`config.mk`:
```
export PLATFORM = sky130hd
export DESIGN_NAME = xgmii_rx_engine
export DESIGN_NICKNAME = d
export VERILOG_FILES = /design/src/rtl/xgmii_rx_engine_pkg.sv /design/src/rtl/xgmii_rx_engine_crc32_d64.sv /design/src/rtl/xgmii_rx_engine.sv
export SDC_FILE = /design/constraint.sdc
export NUM_CORES = 2
export LEC_CHECK = 0
export CAP_MARGIN = 10
export CORE_MARGIN = 2
export CORE_UTILIZATION = 60
export DETAILED_ROUTE_END_ITERATION = 10
export HOLD_SLACK_MARGIN = 0.08
export PLACE_DENSITY = 0.8
export SETUP_SLACK_MARGIN = 0.4
export SLEW_MARGIN = 20
export SYNTH_ARGS = -nofsm -noshare
export SYNTH_HDL_FRONTEND = slang
export SYNTH_SLANG_ARGS = --single-unit
```
`constraint.sdc`:
```
create_clock -name xgmii_clk -period 9.91 [get_ports xgmii_clk]
set_input_delay 1.4865 -clock xgmii_clk [delete_from_list [all_inputs] [get_ports xgmii_clk]]
set_output_delay 1.4865 -clock xgmii_clk [all_outputs]
set_load 0.005 [all_outputs]
```
`src/rtl/xgmii_rx_engine_pkg.sv`:
```
// Shared constants for the XGMII receive engine: frame tags, header fields,
// XGMII control codes and the CRC32 helpers.
package xgmii_rx_engine_pkg;

  localparam logic [31:0] MAGIC_CODE     = 32'hC0DE_CAFE;
  localparam logic [15:0] ETHERTYPE_IPV4 = 16'h0800;
  localparam logic [15:0] UDP_PORT       = 16'h0009;
  localparam logic [7:0]  IP_VER_IHL     = 8'h45;
  localparam logic [7:0]  IP_TOS         = 8'h00;
  localparam logic [7:0]  IP_PROTO_UDP   = 8'h11;

  localparam logic [7:0]  CODE_START     = 8'hFB;
  localparam logic [7:0]  CODE_TERM      = 8'hFD;
  localparam logic [7:0]  CODE_IDLE      = 8'h07;
  // Start character in lane 0 followed by the 6x 0x55 preamble and the SFD.
  localparam logic [63:0] PREAMBLE       = {8'hD5, {6{8'h55}}, CODE_START};

  localparam logic [7:0]  CTRL_PAYLOAD   = 8'h00;
  localparam logic [7:0]  CTRL_LAST      = 8'h01;

  localparam logic [31:0] CRC_POLY       = 32'h04C1_1DB7;
  localparam logic [31:0] CRC_INIT       = '1;

  function automatic logic [31:0] bitrev32(input logic [31:0] v);
    logic [31:0] r;
    for (int unsigned i = 0; i < 32; i++) r[i] = v[31-i];
    return r;
  endfunction

endpackage

```
`src/rtl/xgmii_rx_engine_crc32_d64.sv`:
```
// CRC32 over one 64-bit XGMII word: lane 0 first, each byte LSB first,
// non-reflected register (output is bit-reversed and complemented by the user).
module crc32_d64
  import xgmii_rx_engine_pkg::*;
(
  input  logic [31:0] crc_in,
  input  logic [63:0] data_in,
  output logic [31:0] crc_out
);

  always_comb begin
    logic [31:0] c;
    c = crc_in;
    for (int unsigned i = 0; i < 64; i++) begin
      if (c[31] ^ data_in[i]) c = {c[30:0], 1'b0} ^ CRC_POLY;
      else                    c = {c[30:0], 1'b0};
    end
    crc_out = c;
  end

endmodule

```
`src/rtl/xgmii_rx_engine.sv`:
```
// XGMII receive engine: filters UDP frames for this interface, checks FCS,
// stages the payload and commits it to the FIFO only once the frame is good.
module xgmii_rx_engine
  import xgmii_rx_engine_pkg::*;
#(
  parameter int unsigned MAX_WORDS = 16
) (
  input  logic        xgmii_clk,
  input  logic        sys_rst_n,
  input  logic [71:0] xgmii_rxd,
  output logic [71:0] din,
  output logic        wr_en,
  input  logic        full,
  input  logic [31:0] if_v4addr,
  input  logic [47:0] if_macaddr,
  output logic [31:0] rx_good_count,
  output logic [31:0] rx_drop_count
);

  localparam logic [2:0] S_IDLE    = 3'd0;
  localparam logic [2:0] S_HDR     = 3'd1;
  localparam logic [2:0] S_PAYLOAD = 3'd2;
  localparam logic [2:0] S_FLUSH   = 3'd3;
  localparam logic [2:0] S_DROP    = 3'd4;

  localparam int unsigned IW = (MAX_WORDS > 1) ? $clog2(MAX_WORDS) : 1;
  localparam int unsigned CW = $clog2(MAX_WORDS + 1);

  logic [2:0]    state_q, state_d;
  logic [2:0]    w_q, w_d;
  logic [CW-1:0] pcnt_q, pcnt_d;
  logic [CW-1:0] rd_q, rd_d;
  logic [31:0]   crc_q, crc_d, crc_next;
  logic          shadow_q, shadow_d;
  logic          wr_en_q, wr_en_d;
  logic [71:0]   din_q, din_d;
  logic [31:0]   good_q, good_d, drop_q, drop_d;
  logic [63:0]   stage_q [MAX_WORDS];
  logic          stage_we;

  logic [7:0]  rxc;
  logic [63:0] rxd;
  logic        is_start, is_term4, has_term, fcs_ok, hdr_ok;

  assign rxc = xgmii_rxd[71:64];
  assign rxd = xgmii_rxd[63:0];

  crc32_d64 u_crc (
    .crc_in  (crc_q),
    .data_in (rxd),
    .crc_out (crc_next)
  );

  assign is_start = (rxc == 8'h01) && (rxd == PREAMBLE);
  assign is_term4 = (rxc == 8'hF0) && (rxd[39:32] == CODE_TERM);
  assign fcs_ok   = (rxd[31:0] == ~bitrev32(crc_q));

  always_comb begin
    has_term = 1'b0;
    for (int unsigned i = 0; i < 8; i++)
      if (rxc[i] && (rxd[8*i +: 8] == CODE_TERM)) has_term = 1'b1;
  end

  // Header fields arrive first-byte-in-lane-0, so multi-byte fields are byte swapped.
  always_comb begin
    case (w_q)
      3'd1: hdr_ok = ({rxd[7:0], rxd[15:8], rxd[23:16], rxd[31:24], rxd[39:32], rxd[47:40]}
                      == if_macaddr);
      3'd2: hdr_ok = ({rxd[39:32], rxd[47:40]} == ETHERTYPE_IPV4) &&
                     (rxd[55:48] == IP_VER_IHL) && (rxd[63:56] == IP_TOS);
      3'd3: hdr_ok = (rxd[63:56] == IP_PROTO_UDP);
      3'd4: hdr_ok = ({rxd[55:48], rxd[63:56]} == if_v4addr[31:16]);
      3'd5: hdr_ok = ({rxd[7:0], rxd[15:8]} == if_v4addr[15:0]) &&
                     ({rxd[39:32], rxd[47:40]} == UDP_PORT);
      3'd6: hdr_ok = ({rxd[23:16], rxd[31:24], rxd[39:32], rxd[47:40]} == MAGIC_CODE);
      default: hdr_ok = 1'b0;
    endcase
  end

  always_comb begin
    logic good_inc, drop_inc;
    state_d  = state_q;
    w_d      = w_q;
    pcnt_d   = pcnt_q;
    rd_d     = rd_q;
    crc_d    = crc_q;
    shadow_d = shadow_q;
    wr_en_d  = 1'b0;
    din_d    = din_q;
    stage_we = 1'b0;
    good_inc = 1'b0;
    drop_inc = 1'b0;
    case (state_q)
      S_IDLE: begin
        if (is_start) begin
          state_d = S_HDR;
          w_d     = 3'd1;
          pcnt_d  = '0;
          crc_d   = CRC_INIT;
        end
      end
      S_HDR, S_PAYLOAD: begin
        if (rxc != '0) begin
          if (is_term4) begin
            if (!fcs_ok) begin
              state_d  = S_IDLE;
              drop_inc = 1'b1;
            end else if (pcnt_q == '0) begin
              state_d  = S_IDLE;
              good_inc = 1'b1;
            end else begin
              // First write is registered together with the terminate word.
              state_d = S_FLUSH;
              rd_d    = '0;
              if (!full) begin
                wr_en_d = 1'b1;
                din_d   = {(pcnt_q == CW'(1)) ? CTRL_LAST : CTRL_PAYLOAD, stage_q[0]};
                rd_d    = CW'(1);
              end
            end
          end else if (has_term) begin
            state_d  = S_IDLE;
            drop_inc = 1'b1;
          end else begin
            state_d = S_DROP;
          end
        end else begin
          crc_d = crc_next;
          if (state_q == S_HDR) begin
            if (!hdr_ok)           state_d = S_DROP;
            else if (w_q == 3'd6)  state_d = S_PAYLOAD;
            else                   w_d     = w_q + 3'd1;
          end else if (pcnt_q == CW'(MAX_WORDS)) begin
            state_d = S_DROP;
          end else begin
            stage_we = 1'b1;
            pcnt_d   = pcnt_q + CW'(1);
          end
        end
      end
      S_FLUSH: begin
        // A frame arriving mid-flush is shadowed so its terminate is not mistaken for a new frame.
        if (is_start) shadow_d = 1'b1;
        if (shadow_q && has_term) begin
          shadow_d = 1'b0;
          drop_inc = 1'b1;
        end
        if (rd_q == pcnt_q) begin
          good_inc = 1'b1;
          state_d  = shadow_d ? S_DROP : S_IDLE;
          shadow_d = 1'b0;
        end else if (!full) begin
          wr_en_d = 1'b1;
          din_d   = {((rd_q + CW'(1)) == pcnt_q) ? CTRL_LAST : CTRL_PAYLOAD,
                     stage_q[rd_q[IW-1:0]]};
          rd_d    = rd_q + CW'(1);
        end
      end
      S_DROP: begin
        if (has_term) begin
          state_d  = S_IDLE;
          drop_inc = 1'b1;
        end
      end
      default: state_d = S_IDLE;
    endcase
    good_d = good_q + 32'(good_inc);
    drop_d = drop_q + 32'(drop_inc);
  end

  always_ff @(posedge xgmii_clk) begin
    if (!sys_rst_n) begin
      state_q  <= S_IDLE;
      w_q      <= '0;
      pcnt_q   <= '0;
      rd_q     <= '0;
      crc_q    <= CRC_INIT;
      shadow_q <= 1'b0;
      wr_en_q  <= 1'b0;
      din_q    <= '0;
      good_q   <= '0;
      drop_q   <= '0;
    end else begin
      state_q  <= state_d;
      w_q      <= w_d;
      pcnt_q   <= pcnt_d;
      rd_q     <= rd_d;
      crc_q    <= crc_d;
      shadow_q <= shadow_d;
      wr_en_q  <= wr_en_d;
      din_q    <= din_d;
      good_q   <= good_d;
      drop_q   <= drop_d;
    end
  end

  always_ff @(posedge xgmii_clk) begin
    if (stage_we) stage_q[pcnt_q[IW-1:0]] <= rxd;
  end

  assign din           = din_q;
  assign wr_en         = wr_en_q;
  assign rx_good_count = good_q;
  assign rx_drop_count = drop_q;

endmodule

```
==> run_results.csv <==
group,metric,value,unit
die,io_pins,292,
sta,worst_pin_slew,1.13,ns
sta,fmax,128,MHz
logic_synthesis,synth_area_leader_cell,"edfxtp_1",
global_route,grt_pass1_vias,32170,
routing,ant_nets,0,
worst_setup_path,critPathKind,"input port to register",
die,start_util,60.4,%
hold_path,hp-start,"rx_drop_count[31]",
worst_setup_path,ff2ff_path_depth,15,
worst_setup_path,r2r-end,"crc_q[12]",
worst_setup_path,cp-start-kind,"input port",
worst_setup_path,endpoint_kind,"register",
die,core-area,0.0915,mm²
global_route,grt_overflow,0,
layout,multiInputGateArea,0.0203,mm²
routing,viasPerCell,6.57,
global_route,use_met1,47.3,%
global_route,top_usage_layer,"met2",
logic_synthesis,syn_area_per_cell,17.6,µm²
sta,slew_headroom,24.6,%
clock_tree,cts_hold_buf,0,
logic_synthesis,ys_seq_elements,1207,
logic_synthesis,synth_ff_type,"edfxtp_1",
routing,num_vias,31475,
hold_path,min_to,"rx_drop_count[31]",
layout,final.fill_count,5547,
worst_setup_path,critPathMaxFanout,9,
hold_path,hold_depth,2,
flow_run,max_cap_viol_count,0,
placement,place_hpwl,97900,µm
die,die_height,307,µm
worst_setup_path,arrival,8.40,ns
logic_synthesis,syn_inst,3135,
layout,drive_gt1_share,20.3,%
placement,portBuffers,284,
routing,routed_wl,158000,µm
clock_tree,cts_root_buffer,"clkbuf_16",
logic_synthesis,yosysUniqueCellTypes,63,
sta,finClkSkew,0.0251,ns
global_route,antenna_found_initial,8,
die,dieArea,0.0945,mm²
placement,place.gp.congestion,0.980,
worst_setup_path,cp.required,10.50,ns
routing,first_iter_violations,4537,
clock_tree,cts_tree,"done",
die,row_count,111,
clock_tree,cts.clk_slew.worst_paths,0.06,ns
logic_synthesis,async_flop_share,0,%
clock_tree,worstSkewPairLatency,0.72,ns
routing,first_pass_iters,8,
sta,fin_setup_tns,0,ns
clock_tree,post_cts_buffers,0,
logic_synthesis,synth_area,0.0553,mm²
logic_synthesis,ys_warn_count,0,
clock_tree,h-tree-depth,3,
routing,wl_per_cell,32.9,µm
sta,period_needed,7.81,ns
global_route,grt_first_pass_wirelength,226000,µm
routing,drc,0,
worst_setup_path,r2r-start,"crc_q[19]",
global_route,track_usage,33.8,%
layout,seqCellArea,0.0344,mm²
logic_synthesis,ys_top_cells_by_area,"edfxtp_1, mux4_2, dfxtp_1, xnor2_1, xnor3_1",
hold_path,hp-class,"register to register",
die,die_w,307,µm
sta,slew_violations,0,
clock_tree,clk_path_buf_depth,3,
sta,rsz0062_at_grt,"false",
sta,finalSetupViolCount,0,
layout,nNetsFinal,3668,
global_route,met2_usage,53.0,%
logic_synthesis,yosysTopAreaCellShare,55.7,%
global_route,globalRouteMet3Util,8.08,%
layout,final_util,69.8,%
clock_tree,postCtsResizedCells,0,
worst_setup_path,r2r_slack,3.14,ns
clock_tree,cts_inserted_buffers,116,
global_route,grt_max_degree,120,
sta,post-route-period-util,78.8,%
logic_synthesis,ys_seq_area_share,62.3,%
run_status,outcome,"finished, final reports clean",
layout,synthToLayoutAreaGrowth,15.6,%
sta,hold_viol_final,0,
clock_tree,cts_sinks,1207,
logic_synthesis,synth_edf_count,1024,
per-stage QoR:
stage	cell area (µm²)	hold slack (ns)	instances	setup WS (ns)
2_1_floorplan	55300	0.466	3141	1.69
3_3_place_gp	60000	0.465	4566	1.47
3_5_place_dp	60000	0.482	4566	1.31
4_1_cts	63800	0.490	4784	2.09
5_1_grt	63900	0.518	4786	1.86
6_report	63900	0.492	4788	2.10
worst max-delay path by stage:
stage / from / endpoint / slack [ns]
global placement: xgmii_rxd[2] / crc_q[12] / 1.47
finish: xgmii_rxd[0] / crc_q[12] / 2.10
floorplan: xgmii_rxd[69] / stage_q[1][0] / 1.69
global route: xgmii_rxd[2] / crc_q[12] / 1.86
CTS: xgmii_rxd[2] / crc_q[12] / 2.09
detailed placement: xgmii_rxd[2] / crc_q[12] / 1.31
cell type report:
class,instances,area share [%]
multi-input combinational,1768,31.8
inverter,14,0.0862
antenna,4,0.0157
clock inverter,63,1.04
tap,1186,2.32
sequential,1207,53.9
timing repair buffer,391,5.77
clock buffer,155,5.03
cell usage in the layout (no fill, tap or decap), types with 6 or more instances in the layout:
cell type,Yosys,routed
o211ai_1,16,16
xor2_1,130,130
xor2_2,17,17
bufinv_16,0,11
nand3_1,36,36
xnor2_2,23,23
edfxtp_1,1024,1024
mux2i_1,15,15
xor3_1,15,15
a311oi_1,64,64
inv_1,13,13
clkbuf_1,111,25
mux4_2,320,320
buf_4,7,104
xnor3_1,108,108
and3_1,15,15
nand4_1,44,44
and4_1,6,6
clkbuf_8,0,12
nor2_4,0,13
nor3_1,17,13
clkinv_2,0,26
nor2_1,176,163
clkinv_1,1,16
and2_1,13,13
o21ai_0,21,21
or3_1,9,9
xnor3_2,26,26
conb_1,1,7
nand2_1,212,212
a21oi_1,26,26
ha_1,15,15
xnor2_1,327,327
clkdlybuf4s50_1,0,284
nor4_1,26,24
xnor2_4,20,20
clkbuf_16,0,118
dfxtp_1,183,179
nand2b_1,7,6
sequential cells by signal, indices dropped and copies added (netlist names), named ones only:
| name | count |
|---|---|
| shadow_q | 1 |
| stage_q | 1024 |
| state_q | 3 |
| rx_good_count | 32 |
| rd_q | 5 |
| rx_drop_count | 32 |
| crc_q | 32 |
| pcnt_q | 5 |
| w_q | 3 |
| wr_en | 1 |
| din | 65 |
cell usage after synthesis, types with 23 or more instances:
master and number:
buf_1 27, nor4_1 26, clkbuf_1 111, xnor2_2 23
nand3_1 36, a311oi_1 64, xor2_1 130, xnor2_1 327
nand4_1 44, mux4_2 320, xnor3_1 108, a21oi_1 26
xnor3_2 26, dfxtp_1 183, nand2_1 212, edfxtp_1 1024
nor2_1 176
logic make-up after synthesis:
kind of cell / Yosys count / share of synthesized area [%]
and+or+nand+nor: 590 / 4.93
other: 1 / 0.00679
adders and majority gates: 15 / 0.340
buffers and inverters: 166 / 1.23
muxes: 337 / 13.4
DFF: 1207 / 62.3
AOI/OAI and AO/OA: 145 / 1.91
xor gates and xnor gates: 674 / 16.0
metal layers:
layer | wire, µm | share of wire, %
met5 | 27 | 0.017
met4 | 4790 | 3.0
met3 | 17600 | 11
met2 | 75300 | 48
met1 | 60000 | 38
critical path, stage by stage:
cell             delay (ns)
clkdlybuf4s50_1        0.66
xnor2_4                0.47
xnor3_1                0.80
xnor2_4                0.33
xnor3_1                0.49
xnor3_2                0.52
xnor2_2                0.44
xnor3_1                0.56
xor2_2                 0.31
xor2_1                 0.54
xnor2_2                0.21
xnor3_4                0.55
xnor3_2                0.43
xnor3_1                0.35
mux2i_1                0.15
nand2_1                0.09
Power is not shown: default switching activity piles up to over one toggle a cycle in this logic, so the estimate is an artifact.
